===== config.mk =====
export PLATFORM = sky130hd
export DESIGN_NAME = param_counter
export DESIGN_NICKNAME = d
export VERILOG_FILES = /design/src/rtl/param_counter.sv
export SDC_FILE = /design/constraint.sdc
export NUM_CORES = 1
export LEC_CHECK = 0
export ABC_AREA = 0
export BUFFER_PORTS_ARGS = -buffer_cell sky130_fd_sc_hd__buf_2
export CORE_MARGIN = 3
export CORE_UTILIZATION = 45
export CTS_CLUSTER_DIAMETER = 30
export DETAILED_ROUTE_END_ITERATION = 8
export GPL_ROUTABILITY_DRIVEN = 0
export HOLD_SLACK_MARGIN = 0.12
export PLACE_DENSITY = 0.74
export SYNTH_ARGS = -nofsm -noshare
export SYNTH_HDL_FRONTEND = slang
export SYNTH_SLANG_ARGS = --single-unit

===== constraint.sdc =====
create_clock -name clk -period 6.04 [get_ports clk]
set_clock_uncertainty 0.1 [all_clocks]
set_input_delay 1.51 -clock clk [delete_from_list [all_inputs] [get_ports clk]]
set_output_delay 1.51 -clock clk [all_outputs]
set_load 0.05 [all_outputs]

===== src/rtl/param_counter.sv =====
// -----------------------------------------------------------------------------
// param_counter
//
// Prescaled up/down counter with a display window, wrap/compare pulses and a
// one-shot mode that runs from the current count until it lands on cmp_val.
//
// Parameters
//   WIDTH  : count register width in bits (2..32)
//   OUT_W  : width of the display window taken from the top of count (1..WIDTH)
//   PRE_W  : prescaler register width in bits
//
// Ports
//   clk      : single clock, rising edge
//   rst      : asynchronous active-high reset
//   en       : global count enable
//   dir      : 1 = count up, 0 = count down
//   mode     : 0 = free-run, 1 = one-shot
//   start    : one-shot arm pulse
//   load     : synchronous load strobe (beats a step, works regardless of en)
//   load_val : value written to count on load
//   prescale : step every prescale+1 active cycles
//   cmp_val  : compare value for the match pulse / one-shot end point
//   count    : current count register
//   win_out  : upper OUT_W bits of count
//   tick     : registered pulse, one per step
//   wrap     : registered pulse when a step wraps modulo 2^WIDTH
//   match    : registered pulse when a step lands on cmp_val
//   busy     : one-shot run in progress
// -----------------------------------------------------------------------------
module param_counter #(
  parameter int WIDTH = 24,
  parameter int OUT_W = 8,
  parameter int PRE_W = 8
) (
  input  logic             clk,
  input  logic             rst,
  input  logic             en,
  input  logic             dir,
  input  logic             mode,
  input  logic             start,
  input  logic             load,
  input  logic [WIDTH-1:0] load_val,
  input  logic [PRE_W-1:0] prescale,
  input  logic [WIDTH-1:0] cmp_val,
  output logic [WIDTH-1:0] count,
  output logic [OUT_W-1:0] win_out,
  output logic             tick,
  output logic             wrap,
  output logic             match,
  output logic             busy
);

  logic [PRE_W-1:0] pre_cnt;
  logic             active;
  logic             pre_hit;
  logic             step;
  logic [WIDTH-1:0] count_next;
  logic             step_wrap;
  logic             step_match;

  always_comb begin
    // In one-shot mode the counter only runs while an armed run is in flight.
    active     = en && (!mode || busy);
    // Exact equality: if prescale drops below pre_cnt mid-period, pre_cnt
    // keeps climbing and wraps around before it matches again.
    pre_hit    = (pre_cnt == prescale);
    // Load pre-empts any step that would otherwise happen this cycle.
    step       = active && !load && pre_hit;
    count_next = dir ? (count + WIDTH'(1)) : (count - WIDTH'(1));
    step_wrap  = dir ? (&count) : (~|count);
    step_match = (count_next == cmp_val);
  end

  always_ff @(posedge clk or posedge rst) begin
    if (rst) begin
      count   <= '0;
      pre_cnt <= '0;
      tick    <= 1'b0;
      wrap    <= 1'b0;
      match   <= 1'b0;
      busy    <= 1'b0;
    end else begin
      // Status pulses describe the step taken on this edge, so they appear
      // together in the following cycle.
      tick  <= step;
      wrap  <= step && step_wrap;
      match <= step && step_match;

      if (load) begin
        count   <= load_val;
        pre_cnt <= '0;
      end else if (active) begin
        if (pre_hit) begin
          count   <= count_next;
          pre_cnt <= '0;
        end else begin
          pre_cnt <= pre_cnt + PRE_W'(1);
        end
      end

      // Arming is independent of load, so load+start restarts a run from
      // load_val. A step in one-shot mode implies busy, so start is never
      // seen together with the terminating step.
      if (!mode) begin
        busy <= 1'b0;
      end else if (!busy && start) begin
        busy <= 1'b1;
      end else if (step && step_match) begin
        busy <= 1'b0;
      end
    end
  end

  assign win_out = count[WIDTH-1 -: OUT_W];

endmodule


---- Yosys cells after proc, flatten, opt, wreduce, memory -nomap -nowiden ----
Cells that the tools add are included.
storage, ports and cells
  register bits after elaboration ......... 36
  input port bits ......................... 63
cells by class
  add/subtract/negate cells ............... 3
  equal/unequal tests ..................... 3
  multiplexer cells ....................... 11
  reduce and logical (&&, ||, !) cells .... 16
operators by type and width
  operator                                                               number
  24-bit two-way mux                                                     4
  24-bit by 1-bit adder with 24-bit output (second input constant)       1
  24-bit equality test                                                   1
  8-bit two-way mux                                                      3
  24-bit AND reduction                                                   1
  24-bit OR reduction                                                    1
  24-bit by 1-bit subtractor with 24-bit output (second input constant)  1
  8-bit by 1-bit adder with 8-bit output (second input constant)         1
  8-bit equality test                                                    1
  1-bit logical AND                                                      6
  1-bit logical NOT                                                      4
  1-bit two-way mux                                                      4
  2-bit nonzero test                                                     2
  3-bit by 1-bit != test with 1-bit output (second input constant)       1
  2-bit AND reduction                                                    1
  1-bit logical OR                                                       1

---- Logic depth before layout (Yosys ltp) ----
  depth in word-level cells ............... 9
  mapped depth ............................ 13

---- Worst setup path after synthesis ----
OpenSTA, ideal clock, no wires.
  kind .................................... input -> register
  start ................................... input port dir
  end ..................................... register busy
  setup time .............................. 154 ps
  data arrival time ....................... 4694 ps
  path slack .............................. 1093 ps
  cell stages on the path ................. 12
  path buffers ............................ 1
  cell sequence ........................... inv_1 ha_1 buf_6 and2_4 a221o_1 a221o_1 a211oi_2 o31a_2 xnor3_1 or4_4 nor4_4 a31oi_1
on the way
  cells in the longest elaborated chain, start to end .. 4
RTL lines
  element                                             line  text
  start: declaration                                  38    input logic dir,
  24-bit two-way mux                                  69    count_next = dir ? (count + WIDTH'(1)) : (count - WIDTH'(1));
  24-bit equality test                                71    step_match = (count_next == cmp_val);
  1-bit logical AND                                   108   end else if (step && step_match) begin
  3-bit by 1-bit != test with 1-bit output (no line)  -
  end signal: assignment                              105   busy <= 1'b0;
  end signal: assignment                              107   busy <= 1'b1;
  end signal: assignment                              109   busy <= 1'b0;
  end: declaration                                    50    output logic busy
No other way between the ends.
A chain may end at the register's enable or synchronous reset.

---- Worst setup path in the final report ----
Same ends and word-level chain as after synthesis.

==> flow_summary.ini <==
[outcome]
status = complete, no violations

[clock_tree]
cts.path.max_buffers = 2
ctsHoldBuffers = 0
clk_pin_slew_ns = 0.08
postCtsSetupRepairBufs = 0
ctsResizeCount = 0
tritoncts = yes
htree_levels = 2
cts_root_buf = clkbuf_8
clk_latency_ns = 0.28
cts_buffers = 5
cts_sinks = 36

[logic_synthesis]
async_flop_share_pct = 100.0
synth_area_leaders = dfrtp_1 (24%), ha_1 (7.6%), a21oi_1 (6.5%), xor2_1 (6.0%), xnor2_1 (5.8%)
yosys_warnings = 0
synth-edff-count = 0
synth_area_leader_cell = dfrtp_1
ys.flop_type = dfrtp_1
synth_nets = 561
ys_types = 60
syn-instance-count = 474
syn_area_sq_mm = 0.003799
ys_ff_latch = 36
synth_top_area_share_pct = 23.72
ys_seq_area_share_pct = 23.72
synth.avg_cell_area_sq_um = 8.014

[detailed_routing]
routed_wl_um = 11390
first_iter_violations = 274
drcViolationCount = 0
vias = 3933
drtPass1Iterations = 5
ant_nets = 0
via_per_inst = 6.041
wl_per_cell_um = 17.49

[cells_and_area]
diodes = 0
post-route-util_pct = 54.90
area_growth_syn_to_layout_pct = 15.15
final_cells = 651
final_nets = 635
drive_gt1_share_pct = 22.22

[critical_path]
r2r_cells = 10
cp.depth = 12
cp-start-kind = input pin
cp-end-kind = flop
path_class = in2reg
cp_cell_sequence = buf_2 > inv_1 > ha_1 > and2_4 > a221o_1 > a221o_1 > a211oi_2 > o31a_2 > xnor3_1 > or4_4 > nor4_4 > a31oi_1
critical_path_peak_fanout = 22
cp_slowest_stage_delay_ns = 0.60
crit_buf_inv = 2
path_delay_family = compound AO/OA/AOI/OAI gates
crit_required_ns = 6.10
cp_data_arrival_time_ns = 5.29
cp_slowest_cell = inv_1
path_common_cell = a221o_1

[placed_design]
dp_slack_ns = 0.5521
dpl.cell_count = 643
dp_hpwl_um = 8991
portBuffers = 98

[die]
die_x_um = 97.88
fp.dieArea_sq_mm = 0.009580
fp-row-count = 32
initial_core_util_pct = 47.68
core_region_area_sq_mm = 0.007968
io_pins = 99
fp.dieH_um = 97.88

[global_routing]
grt_max_degree = 58
antenna_found_initial = 0
grt_pass1_wl_um = 18840
track_usage_pct = 23.74
overflow = 0
grt_pass1_vias = 3782

[power]
power_density_mw_per_mm2 = 226.9
leakagePower_uw = 0.002045
vdd_drop_max_uv = 119.2

[sta]
relSlewSlack_pct = 43.37
worst_pin_slew_ns = 0.8495
max_freq_mhz = 191.4
setup_viol = 0
fin_crit_sh_pct = 86.50
fin_ws_ns = 0.8152
rsz0062_at_grt = false
hold_viol_final = 0
fin_crit_ns = 5.225
drv_slew = 0
fin_tns_setup_ns = 0

[min_path]
hp-class = reg2reg
hold_depth = 1

[flow_run]
maxCapViolations = 0
flip-flops by register name, indices dropped and copies added (netlist names):
signal	flops
pre_cnt	8
busy	1
count	24
wrap	1
tick	1
match	1
layer usage:
layer | GRT usage [%] | share of wire [%]
met5 | 0 | 0
met4 | 6.390 | 2.8
met3 | 4.643 | 8.1
met2 | 38.74 | 46
met1 | 32.22 | 43
report_power, final:
group | total, uW | internal [uW] | switching, uW | leakage, uW
Clock | 211 | 122 | 89.1 | 0.0000541
Combinational | 495 | 187 | 309 | 0.00153
Sequential | 286 | 257 | 29.6 | 0.000457
Yosys cell counts, types with 4 or more instances:
master and instances:
and3_1 8, nand4_1 11, nor2b_1 5, buf_4 8, xnor3_1 6, a31oi_1 6, xor2_1 26, xnor2_1 25
inv_1 10, nor3_1 7, dfrtp_1 36, nor2_1 31, or3_1 4, a21oi_1 49, clkbuf_1 23, nand2_1 53
o2111ai_1 4, a21o_1 6, mux2_2 4, nor4_1 14, nand3_1 13, o21ai_0 41, ha_1 23, mux2i_1 6
kinds of logic (layout without fill, tap and decap cells):
kind of cell,after synthesis,after routing,synth area share [%]
AO/OA/AOI/OAI,135,135,21.25
XOR/XNOR,58,58,15.94
adder cells (fa/ha/maj),24,24,8.103
buffers and inverters,43,118,5.435
flip-flops,36,36,23.72
multiplexers,10,10,2.767
AND/OR/NAND/NOR,168,168,22.79
cell usage in the layout, fill, tap and decap left out, types with 8 or more instances in the layout:
cell type,count
nand3_1,13
and3_1,8
buf_2,98
a21oi_1,49
nand2_1,53
xnor2_1,25
xor2_1,26
nand4_1,11
dfrtp_1,36
nor4_1,14
nor2_1,31
inv_1,10
o21ai_0,41
ha_1,23
worst register-to-register path, cell delays in order, from the launching register on:
cell and delay, ns:
dfrtp_1 0.47, ha_1 0.45, and2_4 0.23, a221o_1 0.37, a221o_1 0.34, a211oi_2 0.21
o31a_2 0.20, xnor3_1 0.30, or4_4 0.53, nor4_4 0.24, a31oi_1 0.12
area by class of cell:
cell class	instances	area, sq um
fillers	758	3593
multi-input cells	395	2691
flip-flops and latches	36	900.9
repair buffers	100	505.5
well taps	102	127.6
clock buffers	5	68.82
clock inverters	3	42.54
inverters	10	37.54
through the flow:
stage / total power (uW) / hold slack, ns / instance area (sq um)
global placement: 770.8 / 0.4407 / 4263
detailed placement: 778.2 / 0.4595 / 4263
floorplan: 661.1 / 0.4417 / 3799
CTS: 992.3 / 0.4705 / 4374
global route: 1055 / 0.4871 / 4374
finish: 992.7 / 0.4707 / 4374
path summary, 6_finish.rpt:
check / from / to / slack [ns]
min reg2reg: busy / busy / 0.47
min in group asynchronous: rst / count[0] / 1.21
min: busy / busy / 0.47
max reg2reg: count[17] / busy / 2.36
max in group asynchronous: rst / count[19] / 4.30
max: dir / busy / 0.82
(Power assumes the default switching activity.)
